**config.mk**
```make
export PLATFORM = sky130hd
export DESIGN_NAME = srio_dstream_reassembler
export DESIGN_NICKNAME = d
export VERILOG_FILES = /design/src/rtl/srio_dstream_reassembler.sv
export SDC_FILE = /design/constraint.sdc
export NUM_CORES = 1
export LEC_CHECK = 0
export ABC_AREA = 0
export CAP_MARGIN = 25
export CELL_PAD_IN_SITES_DETAIL_PLACEMENT = 0
export CELL_PAD_IN_SITES_GLOBAL_PLACEMENT = 2
export CORE_MARGIN = 8
export CORE_UTILIZATION = 32
export DETAILED_ROUTE_END_ITERATION = 10
export HOLD_SLACK_MARGIN = 0.08
export MAX_ROUTING_LAYER = met4
export PLACE_DENSITY = 0.84
export SYNTH_ARGS = -nofsm -noshare
export SYNTH_HDL_FRONTEND = slang
export SYNTH_SLANG_ARGS = --single-unit
```
**constraint.sdc**
```tcl
create_clock -name AXIS_ACLK -period 5.3 [get_ports AXIS_ACLK]
set_input_delay 0.795 -clock AXIS_ACLK [delete_from_list [all_inputs] [get_ports AXIS_ACLK]]
set_output_delay 0.795 -clock AXIS_ACLK [all_outputs]
set_load 0.005 [all_outputs]
```
**src/rtl/srio_dstream_reassembler.sv**
```systemverilog
// Reassembles SRIO Type 9 data-streaming segments into PDUs on an AXI4-Stream master.
// Header beats are consumed internally; an aborted PDU is closed with an empty TLAST terminator beat.
module srio_dstream_reassembler #(
    parameter int CHECK_LEN = 1
) (
    input  logic        AXIS_ACLK,
    input  logic        AXIS_ARESETN,
    input  logic [63:0] S_AXIS_TDATA,
    input  logic [7:0]  S_AXIS_TKEEP,
    input  logic        S_AXIS_TLAST,
    input  logic [31:0] S_AXIS_TUSER,
    input  logic        S_AXIS_TVALID,
    output logic        S_AXIS_TREADY,
    output logic [63:0] M_AXIS_TDATA,
    output logic [7:0]  M_AXIS_TKEEP,
    output logic        M_AXIS_TLAST,
    output logic [31:0] M_AXIS_TUSER,
    output logic        M_AXIS_TVALID,
    input  logic        M_AXIS_TREADY,
    output logic [15:0] STAT_PDU_CNT,
    output logic [15:0] STAT_ERR_CNT,
    output logic [3:0]  ERR_PULSE
);
    typedef enum logic [1:0] {HDR, DATA, DISCARD, TERM} state_t;

    function automatic logic [3:0] popcnt8(input logic [7:0] k);
        logic [3:0] n;
        n = 4'd0;
        for (int i = 0; i < 8; i++) n = n + {3'd0, k[i]};
        return n;
    endfunction

    function automatic logic [15:0] sat_inc16(input logic [15:0] v);
        return (v == 16'hFFFF) ? v : v + 16'd1;
    endfunction

    state_t      state_q, state_d, ret_q, ret_d, target;
    logic        in_pdu_q, in_pdu_d, lat_e_q, lat_e_d, abort;
    logic [15:0] lat_sid_q, lat_sid_d, lat_len_q, lat_len_d;
    logic [31:0] lat_tuser_q, lat_tuser_d, term_tuser_q, term_tuser_d;
    logic [16:0] byte_cnt_q, byte_cnt_d, exp_len;
    logic [3:0]  err_d, err_q;
    logic [15:0] pdu_cnt_q, err_cnt_q;
    logic        pdu_done, slot_free, s_ready, acc;
    logic        load_p0, tlast_p0;
    logic [63:0] tdata_p0;
    logic [7:0]  tkeep_p0;
    logic [31:0] tuser_p0;
    logic        vld_p1, tlast_p1;
    logic [63:0] tdata_p1;
    logic [7:0]  tkeep_p1;
    logic [31:0] tuser_p1;

    // Header field decode
    logic        hdr_s, hdr_e, hdr_fmt_bad;
    logic [15:0] hdr_sid, hdr_len;
    assign hdr_s       = S_AXIS_TDATA[51];
    assign hdr_e       = S_AXIS_TDATA[50];
    assign hdr_sid     = S_AXIS_TDATA[47:32];
    assign hdr_len     = S_AXIS_TDATA[31:16];
    assign hdr_fmt_bad = (S_AXIS_TDATA[55:52] != 4'd9) || S_AXIS_TLAST;
    assign exp_len     = (lat_len_q == 16'd0) ? 17'h10000 : {1'b0, lat_len_q};

    assign slot_free = !vld_p1 || M_AXIS_TREADY;
    always_comb begin
        s_ready = 1'b0;
        case (state_q)
            HDR, DISCARD: s_ready = 1'b1;
            DATA:         s_ready = slot_free;
            default:      s_ready = 1'b0;
        endcase
    end
    assign S_AXIS_TREADY = AXIS_ARESETN && s_ready;
    assign acc = S_AXIS_TVALID && S_AXIS_TREADY;

    always_comb begin
        state_d      = state_q;
        ret_d        = ret_q;
        in_pdu_d     = in_pdu_q;
        lat_e_d      = lat_e_q;
        lat_sid_d    = lat_sid_q;
        lat_len_d    = lat_len_q;
        lat_tuser_d  = lat_tuser_q;
        term_tuser_d = term_tuser_q;
        byte_cnt_d   = byte_cnt_q;
        err_d        = 4'd0;
        pdu_done     = 1'b0;
        abort        = 1'b0;
        target       = DATA;
        load_p0      = 1'b0;
        tdata_p0     = 64'd0;
        tkeep_p0     = 8'd0;
        tlast_p0     = 1'b0;
        tuser_p0     = 32'd0;
        case (state_q)
            HDR: if (acc) begin
                if (hdr_fmt_bad) begin
                    err_d[3] = 1'b1;
                    abort    = in_pdu_q;
                    target   = S_AXIS_TLAST ? HDR : DISCARD;
                end else if (!hdr_s && !in_pdu_q) begin
                    err_d[2] = 1'b1;
                    target   = DISCARD;
                end else if (hdr_s && in_pdu_q) begin
                    err_d[2] = 1'b1;
                    abort    = 1'b1;
                end else if (!hdr_s && hdr_sid != lat_sid_q) begin
                    err_d[1] = 1'b1;
                    abort    = 1'b1;
                    target   = DISCARD;
                end
                if (abort) in_pdu_d = 1'b0;
                if (target == DATA) begin
                    lat_e_d   = hdr_e;
                    lat_len_d = hdr_len;
                    if (hdr_s) begin
                        lat_sid_d   = hdr_sid;
                        lat_tuser_d = S_AXIS_TUSER;
                        byte_cnt_d  = 17'd0;
                        in_pdu_d    = 1'b1;
                    end
                end
                // Terminator carries the aborted PDU's TUSER, even if a new PDU starts here
                if (abort) begin
                    term_tuser_d = lat_tuser_q;
                    ret_d        = target;
                    state_d      = TERM;
                end else begin
                    state_d = target;
                end
            end
            DATA: if (acc) begin
                load_p0    = 1'b1;
                tdata_p0   = S_AXIS_TDATA;
                tkeep_p0   = S_AXIS_TKEEP;
                tlast_p0   = S_AXIS_TLAST && lat_e_q;
                tuser_p0   = lat_tuser_q;
                byte_cnt_d = byte_cnt_q + {13'd0, popcnt8(S_AXIS_TKEEP)};
                if (S_AXIS_TLAST) begin
                    state_d = HDR;
                    if (lat_e_q) begin
                        in_pdu_d = 1'b0;
                        pdu_done = 1'b1;
                        if (CHECK_LEN != 0 && byte_cnt_d != exp_len) err_d[0] = 1'b1;
                    end
                end
            end
            DISCARD: if (acc && S_AXIS_TLAST) state_d = HDR;
            TERM: if (slot_free) begin
                load_p0  = 1'b1;
                tlast_p0 = 1'b1;
                tuser_p0 = term_tuser_q;
                state_d  = ret_q;
            end
            default: state_d = HDR;
        endcase
    end

    always_ff @(posedge AXIS_ACLK or negedge AXIS_ARESETN) begin
        if (!AXIS_ARESETN) begin
            state_q      <= HDR;
            ret_q        <= HDR;
            in_pdu_q     <= 1'b0;
            lat_e_q      <= 1'b0;
            lat_sid_q    <= 16'd0;
            lat_len_q    <= 16'd0;
            lat_tuser_q  <= 32'd0;
            term_tuser_q <= 32'd0;
            byte_cnt_q   <= 17'd0;
            err_q        <= 4'd0;
            pdu_cnt_q    <= 16'd0;
            err_cnt_q    <= 16'd0;
        end else begin
            state_q      <= state_d;
            ret_q        <= ret_d;
            in_pdu_q     <= in_pdu_d;
            lat_e_q      <= lat_e_d;
            lat_sid_q    <= lat_sid_d;
            lat_len_q    <= lat_len_d;
            lat_tuser_q  <= lat_tuser_d;
            term_tuser_q <= term_tuser_d;
            byte_cnt_q   <= byte_cnt_d;
            err_q        <= err_d;
            if (pdu_done) pdu_cnt_q <= pdu_cnt_q + 16'd1;
            if (err_d != 4'd0) err_cnt_q <= sat_inc16(err_cnt_q);
        end
    end

    // Output register stage (p0 -> p1)
    always_ff @(posedge AXIS_ACLK or negedge AXIS_ARESETN) begin
        if (!AXIS_ARESETN) begin
            vld_p1   <= 1'b0;
            tdata_p1 <= 64'd0;
            tkeep_p1 <= 8'd0;
            tlast_p1 <= 1'b0;
            tuser_p1 <= 32'd0;
        end else if (load_p0) begin
            vld_p1   <= 1'b1;
            tdata_p1 <= tdata_p0;
            tkeep_p1 <= tkeep_p0;
            tlast_p1 <= tlast_p0;
            tuser_p1 <= tuser_p0;
        end else if (M_AXIS_TREADY) begin
            vld_p1 <= 1'b0;
        end
    end

    assign M_AXIS_TVALID = vld_p1;
    assign M_AXIS_TDATA  = tdata_p1;
    assign M_AXIS_TKEEP  = tkeep_p1;
    assign M_AXIS_TLAST  = tlast_p1;
    assign M_AXIS_TUSER  = tuser_p1;
    assign STAT_PDU_CNT  = pdu_cnt_q;
    assign STAT_ERR_CNT  = err_cnt_q;
    assign ERR_PULSE     = err_q;
endmodule

```
==> After elaboration in Yosys (flattened, before gate mapping) <==
Index checks and enable logic that the tools add are counted.
{ "classes": {"n_addsub": 10, "multipliers": 0, "div": 0, "magnitude_cmp": 0, "eq_ne": 16, "shift": 0, "mux": 66, "bitwise_logic": 1, "reduce_logical": 25} }
{ "op_table": {"columns": ["op", "n"], "rows": [
  ["64-bit two-way mux", 2],
  ["17-bit two-way mux", 5],
  ["32-bit two-way mux", 2],
  ["32-bit case mux with 2 select lines", 1],
  ["17-bit case mux with 2 select lines", 1],
  ["16-bit by 1-bit adder with 16-bit output (second input constant)", 2],
  ["1-bit two-way mux", 32],
  ["2-bit two-way mux", 14],
  ["17-bit by 4-bit adder with 17-bit output", 1],
  ["17-bit inequality test", 1],
  ["4-bit by 1-bit adder with 4-bit output", 4],
  ["16-bit == test (second input constant)", 1],
  ["16-bit logical NOT", 1],
  ["8-bit two-way mux", 2],
  ["16-bit inequality test", 1],
  ["2-bit inequality test (second input constant)", 8],
  ["5-bit AND reduction", 3],
  ["1-bit case mux with 2 select lines", 4],
  ["2-bit case mux with 4 select lines", 1],
  ["1-bit logical AND", 7],
  ["3-bit two-way mux", 2],
  ["3-bit AND reduction", 2],
  ["3-bit by 1-bit adder with 4-bit output", 1],
  ["2-bit by 1-bit == test with 1-bit output (second input constant)", 2],
  ["other kinds (13)", 18]
]} }
{ "totals": {"register_bits": 261, "latchBits": 0, "ramBits": 0, "mem_bits_ro": 0, "mem_count": 0} }

==> Logic depth before layout (Yosys ltp) <==
{ "depth": {"depth_word": 16, "depth_mapped": 17, "ltp_nobuf": 16} }

==> Least setup slack after synthesis <==
OpenSTA, ideal clock, no wires.
{ "synth_path": {"path_kind": "input to register", "start": "input port S_AXIS_TKEEP[0]", "end": "register err_cnt_q[14], in the netlist STAT_ERR_CNT[14]", "setup_time_ns": 0.127, "arrival_time_ns": 4.991, "required_time_ns": 5.173, "path_slack_ns": 0.182, "stages": 15, "n_path_buf": 0, "path_cell_list": "fa_1 inv_1 fa_1 fa_1 fa_1 fa_1 nand2b_1 a2111oi_4 nand4_2 xnor2_1 o2111ai_1 a2111oi_4 o21ai_1 nand4_1 mux2_1"} }
{ "synth_between": {"elab_chain_len": 16} }
{ "synth_rtl": {"columns": ["item", "line_no", "source"], "rows": [
  ["start: declaration", "9", "input logic [7:0] S_AXIS_TKEEP,"],
  ["1-bit by 1-bit adder with 2-bit output", "29", "for (int i = 0; i < 8; i++) n = n + {3'd0, k[i]};"],
  ["2-bit by 1-bit adder with 3-bit output", "29", null],
  ["3-bit by 1-bit adder with 4-bit output", "29", null],
  ["4-bit by 1-bit adder with 4-bit output (4 in a row)", "29", null],
  ["17-bit by 4-bit adder with 17-bit output", "138", "byte_cnt_d = byte_cnt_q + {13'd0, popcnt8(S_AXIS_TKEEP)};"],
  ["17-bit inequality test", "144", "if (CHECK_LEN != 0 && byte_cnt_d != exp_len) err_d[0] = 1'b1;"],
  ["1-bit two-way mux", "144", null],
  ["1-bit two-way mux", "141", "if (lat_e_q) begin"],
  ["1-bit two-way mux", "139", "if (S_AXIS_TLAST) begin"],
  ["1-bit two-way mux", "132", "DATA: if (acc) begin"],
  ["1-bit two-way mux", "95", "case (state_q)"],
  ["4-bit nonzero test", "185", "if (err_d != 4'd0) err_cnt_q <= sat_inc16(err_cnt_q);"],
  ["2-bit AND reduction (no line)", null, null],
  ["end signal: assignment", "185", null],
  ["end: declaration", "43", "logic [15:0] pdu_cnt_q, err_cnt_q;"]
]} }
No other way between the ends.
A chain may end at the register's enable or synchronous reset.

==> Final worst setup path <==
{ "layout_path": {"start": "input port S_AXIS_TKEEP[3]", "end": "register err_cnt_q[1], in the netlist STAT_ERR_CNT[1]"} }
{ "layout_between": {"elab_chain_len": 14} }
{ "layout_rtl": {"columns": ["item", "line_no"], "rows": [
  ["3-bit by 1-bit adder with 4-bit output", "29"],
  ["4-bit by 1-bit adder with 4-bit output (4 in a row)", "29"],
  ["17-bit by 4-bit adder with 17-bit output", "138"],
  ["17-bit inequality test", "144"],
  ["1-bit two-way mux", "144"],
  ["1-bit two-way mux", "141"],
  ["1-bit two-way mux", "139"],
  ["1-bit two-way mux", "132"],
  ["1-bit two-way mux", "95"],
  ["4-bit nonzero test", "185"],
  ["2-bit AND reduction (no line)", null]
]} }
No other way between the ends.

==> results <==
==> critical path, delay by kind of cell <==
kind / cells / cell delay (ns)
muxes: 1 / 0.30
and+or+nand+nor: 2 / 0.36
adders and majority gates: 5 / 2.38
AOI/OAI and AO/OA: 4 / 1.02
xor gates and xnor gates: 1 / 0.19
buffers and inverters: 4 / 0.51
==> path summary, 6_finish.rpt <==
kind / to / slack [ns] / depth (start not counted)
min: STAT_PDU_CNT[15] / 0.47 / 1
min reg2reg: STAT_PDU_CNT[15] / 0.47 / 1
min in group asynchronous: lat_len_q[9] / 0.63 / 2
max in group asynchronous: lat_tuser_q[14] / 2.85 / 4
max: STAT_ERR_CNT[1] / 0.23 / 17
max reg2reg: STAT_ERR_CNT[1] / 0.84 / 15
==> registers in the layout, summed over array words and instances, names as in the netlist <==
| name | flops |
|---|---|
| M_AXIS_TDATA | 64 |
| M_AXIS_TUSER | 32 |
| lat_tuser_q | 32 |
| term_tuser_q | 32 |
| byte_cnt_q | 17 |
| STAT_ERR_CNT | 16 |
| STAT_PDU_CNT | 16 |
| lat_len_q | 16 |
| lat_sid_q | 16 |
| M_AXIS_TKEEP | 8 |
| ERR_PULSE | 4 |
| ret_q | 2 |
| state_q | 2 |
| M_AXIS_TLAST | 1 |
| M_AXIS_TVALID | 1 |
| in_pdu_q | 1 |
| lat_e_q | 1 |
==> power by group through the flow <==
stage | clock network (µW) | registers, µW | logic (µW)
CTS | 2360 | 2440 | 1130
floorplan | 0 | 2460 | 360
detailed placement | 0 | 2470 | 1110
global route | 2430 | 2470 | 1220
finish | 2290 | 2430 | 1110
global placement | 0 | 2450 | 1100
==> per-layer routing <==
layer  share of wire  wire length (µm)  vias to the layer above  track usage
met5               0                 0                        -            -
met4           0.026               884                        0       0.0452
met3           0.067              2270                       57       0.0433
met2            0.48             16000                      218        0.259
met1            0.43             14500                     4358        0.197
li1                -                 -                     4233            -
==> cells by family (layout without fill, tap and decap cells) <==
group                      after synthesis  in the layout  synth area share
DFF                                    261            261             0.564
xor gates and xnor gates                64             64            0.0484
other                                    0              4                 0
buffers and inverters                   76            357            0.0266
and+or+nand+nor                        446            446             0.172
AOI/OAI and AO/OA                      109            109            0.0665
adders and majority gates               15             15            0.0194
muxes                                  106            106             0.103
==> layout make-up <==
cell class,count,area (µm²),share of cell area
flip-flops and latches,261,6530,0.410
multi-input cells,740,4820,0.303
repair buffers,285,2820,0.177
clock buffers,40,870,0.0546
well taps,461,577,0.0362
clock inverters,16,236,0.0149
inverters,16,60.1,0.00377
diodes,4,10.0,0.000629
==> synthesized netlist by cell type (16+ instances only) <==
cell type	number	share of area
inv_1	16	0.0052
o21ai_0	30	0.013
nand4_1	19	0.010
xnor2_1	38	0.029
nand3_1	91	0.039
dfrtp_1	261	0.56
nor2_1	32	0.010
xor2_1	26	0.020
nand2_1	243	0.079
a22oi_1	33	0.021
mux2_2	102	0.099
clkbuf_1	50	0.016
==> per-stage QoR <==
stage	setup WS [ns]	hold WS [ns]	cell area (µm²)	cells	utilization
final	0.227	0.470	15900	1823	0.446
after global routing	0.0332	0.495	15900	1823	0.446
after CTS	0.0108	0.477	15800	1815	0.444
after detailed placement	-0.773	0.462	14700	1758	0.412
after global placement	-0.719	0.460	14700	1757	0.411
after floorplan	0.182	0.444	11600	1077	-
==> repair_timing <==
item                                   in CTS  in global routing
pin swaps                                   2                  9
setup endpoints to repair                  16                 16
endpoints found under the hold margin      10                  0
hold buffers                                1                  0
setup buffers                               0                  3
resized for setup                           6                  6
==> impl_metrics.yaml <==
run_status:
  status: "complete, no violations"
clocking:
  h-tree-depth: 1
  clkSinkCount: 261
  ctsLongestPathBuffers: 3
  cts_made_buffers: 31
  clock_latency_ns: 0.59
  cts-root-buf: "clkbuf_16"
  cts_tree: "done"
  path_clk_slew_ns: 0.06
global_routing:
  grt_pass1_wl_mm: 53.0
  grt_max_degree: 73
  grt-ovfl-total: 0
  antenna_found_initial: 4
  grt_pass1_vias: 9263
  gr-usage-all-layers: 0.160
logic_synthesis:
  synthesis.area_um2: 11600
  synth.yosys.seq_area_share: 0.564
  synth_warnings: 0
  async_flop_share: 1.00
  synth-seq-cells: 261
  netlist_instances: 1077
  ys.flop_type: "dfrtp_1"
  syn_nets: 1201
  ys_types: 50
  syn_area_per_cell_um2: 10.8
  synth_edf_count: 0
power:
  power_frac_seq: 0.418
  swShare: 0.257
  combPwrFrac: 0.190
  intPower_uw: 4330
  power.switching_uw: 1500
  ir_worst_vdd_mv: 0.257
  cellLeakagePower_uw: 0.00758
  finalPower_uw: 5830
  powerDensity_nw_per_um2: 366
  clock_power_share: 0.392
cells_and_area:
  layout_common_cells: "dfrtp_1 (261), clkdlybuf4s50_1 (247), nand2_1 (243)"
  areaGrowthSynthToFinish_pct: 37.4
  nNetsFinal: 1459
  drive_above_1_share: 0.153
  fillers: 3371
  mostFrequentLayoutCell: "dfrtp_1"
flow_run:
  maxCapViolations: 0
route:
  antenna_left: 0
  drcViolationCount: 0
  avgRoutedWirePerCell_um: 18.5
  totalWireLength_mm: 33.7
  drt-initial-drc-count: 302
  first_pass_iters: 5
  num_vias: 8866
  avgViaCountPerCell: 4.86
timing:
  fmax_ghz: 0.197
  worst-slew-pin-transition_ns: 0.946
  finalCritPeriodShare: 0.957
  setup-tns-final_ns: 0
  rsz0062_at_grt: "false"
  slew_viol_final: 0
  hold_viol_final: 0
  finalSetupViolations: 0
  worst_clock_skew_ns: 0.0231
  slew-limit-headroom: 0.367
  final.min_clock_period_ns: 5.07
die:
  die_x_um: 206
  initial_core_util: 0.325
  ios: 252
  die_area_um2: 42500
  fp-row-count: 69
  fp.dieH_um: 206
  core_um2: 35700
placement:
  hpwlAfterDp_mm: 23.1
  portBuffers: 251
  globalplace.congestion: 0.822
critical_path:
  crit_path_start_kind: "input pin"
  cp_common_cell: "fa_1"
  path_class: "in2reg"
  timing.rr.start: "byte_cnt_q[0]"
  cp.arrival_ns: 5.55
  crit_path_end_kind: "flip-flop"
  cp.required_ns: 5.77
  crit_path_start: "S_AXIS_TKEEP[3]"
  slowest_stage: "fa_1"
  cp_max_fo: 14
  slowest_delay_ns: 0.57
  crit_chain: "dlymetal6s2s_1 -> fa_1 -> inv_1 -> fa_1 -> fa_1 -> fa_2 -> fa_2 -> nand2b_4 -> a2111oi_4 -> nand4_2 -> xnor2_2 -> o2111ai_2 -> a2111oi_4 -> buf_4 -> buf_4 -> o21ai_4 -> mux2_2"
min_path:
  min_from: "STAT_PDU_CNT[15]"
  holdCritPathClass: "reg2reg"
(Power assumes the default switching activity.)
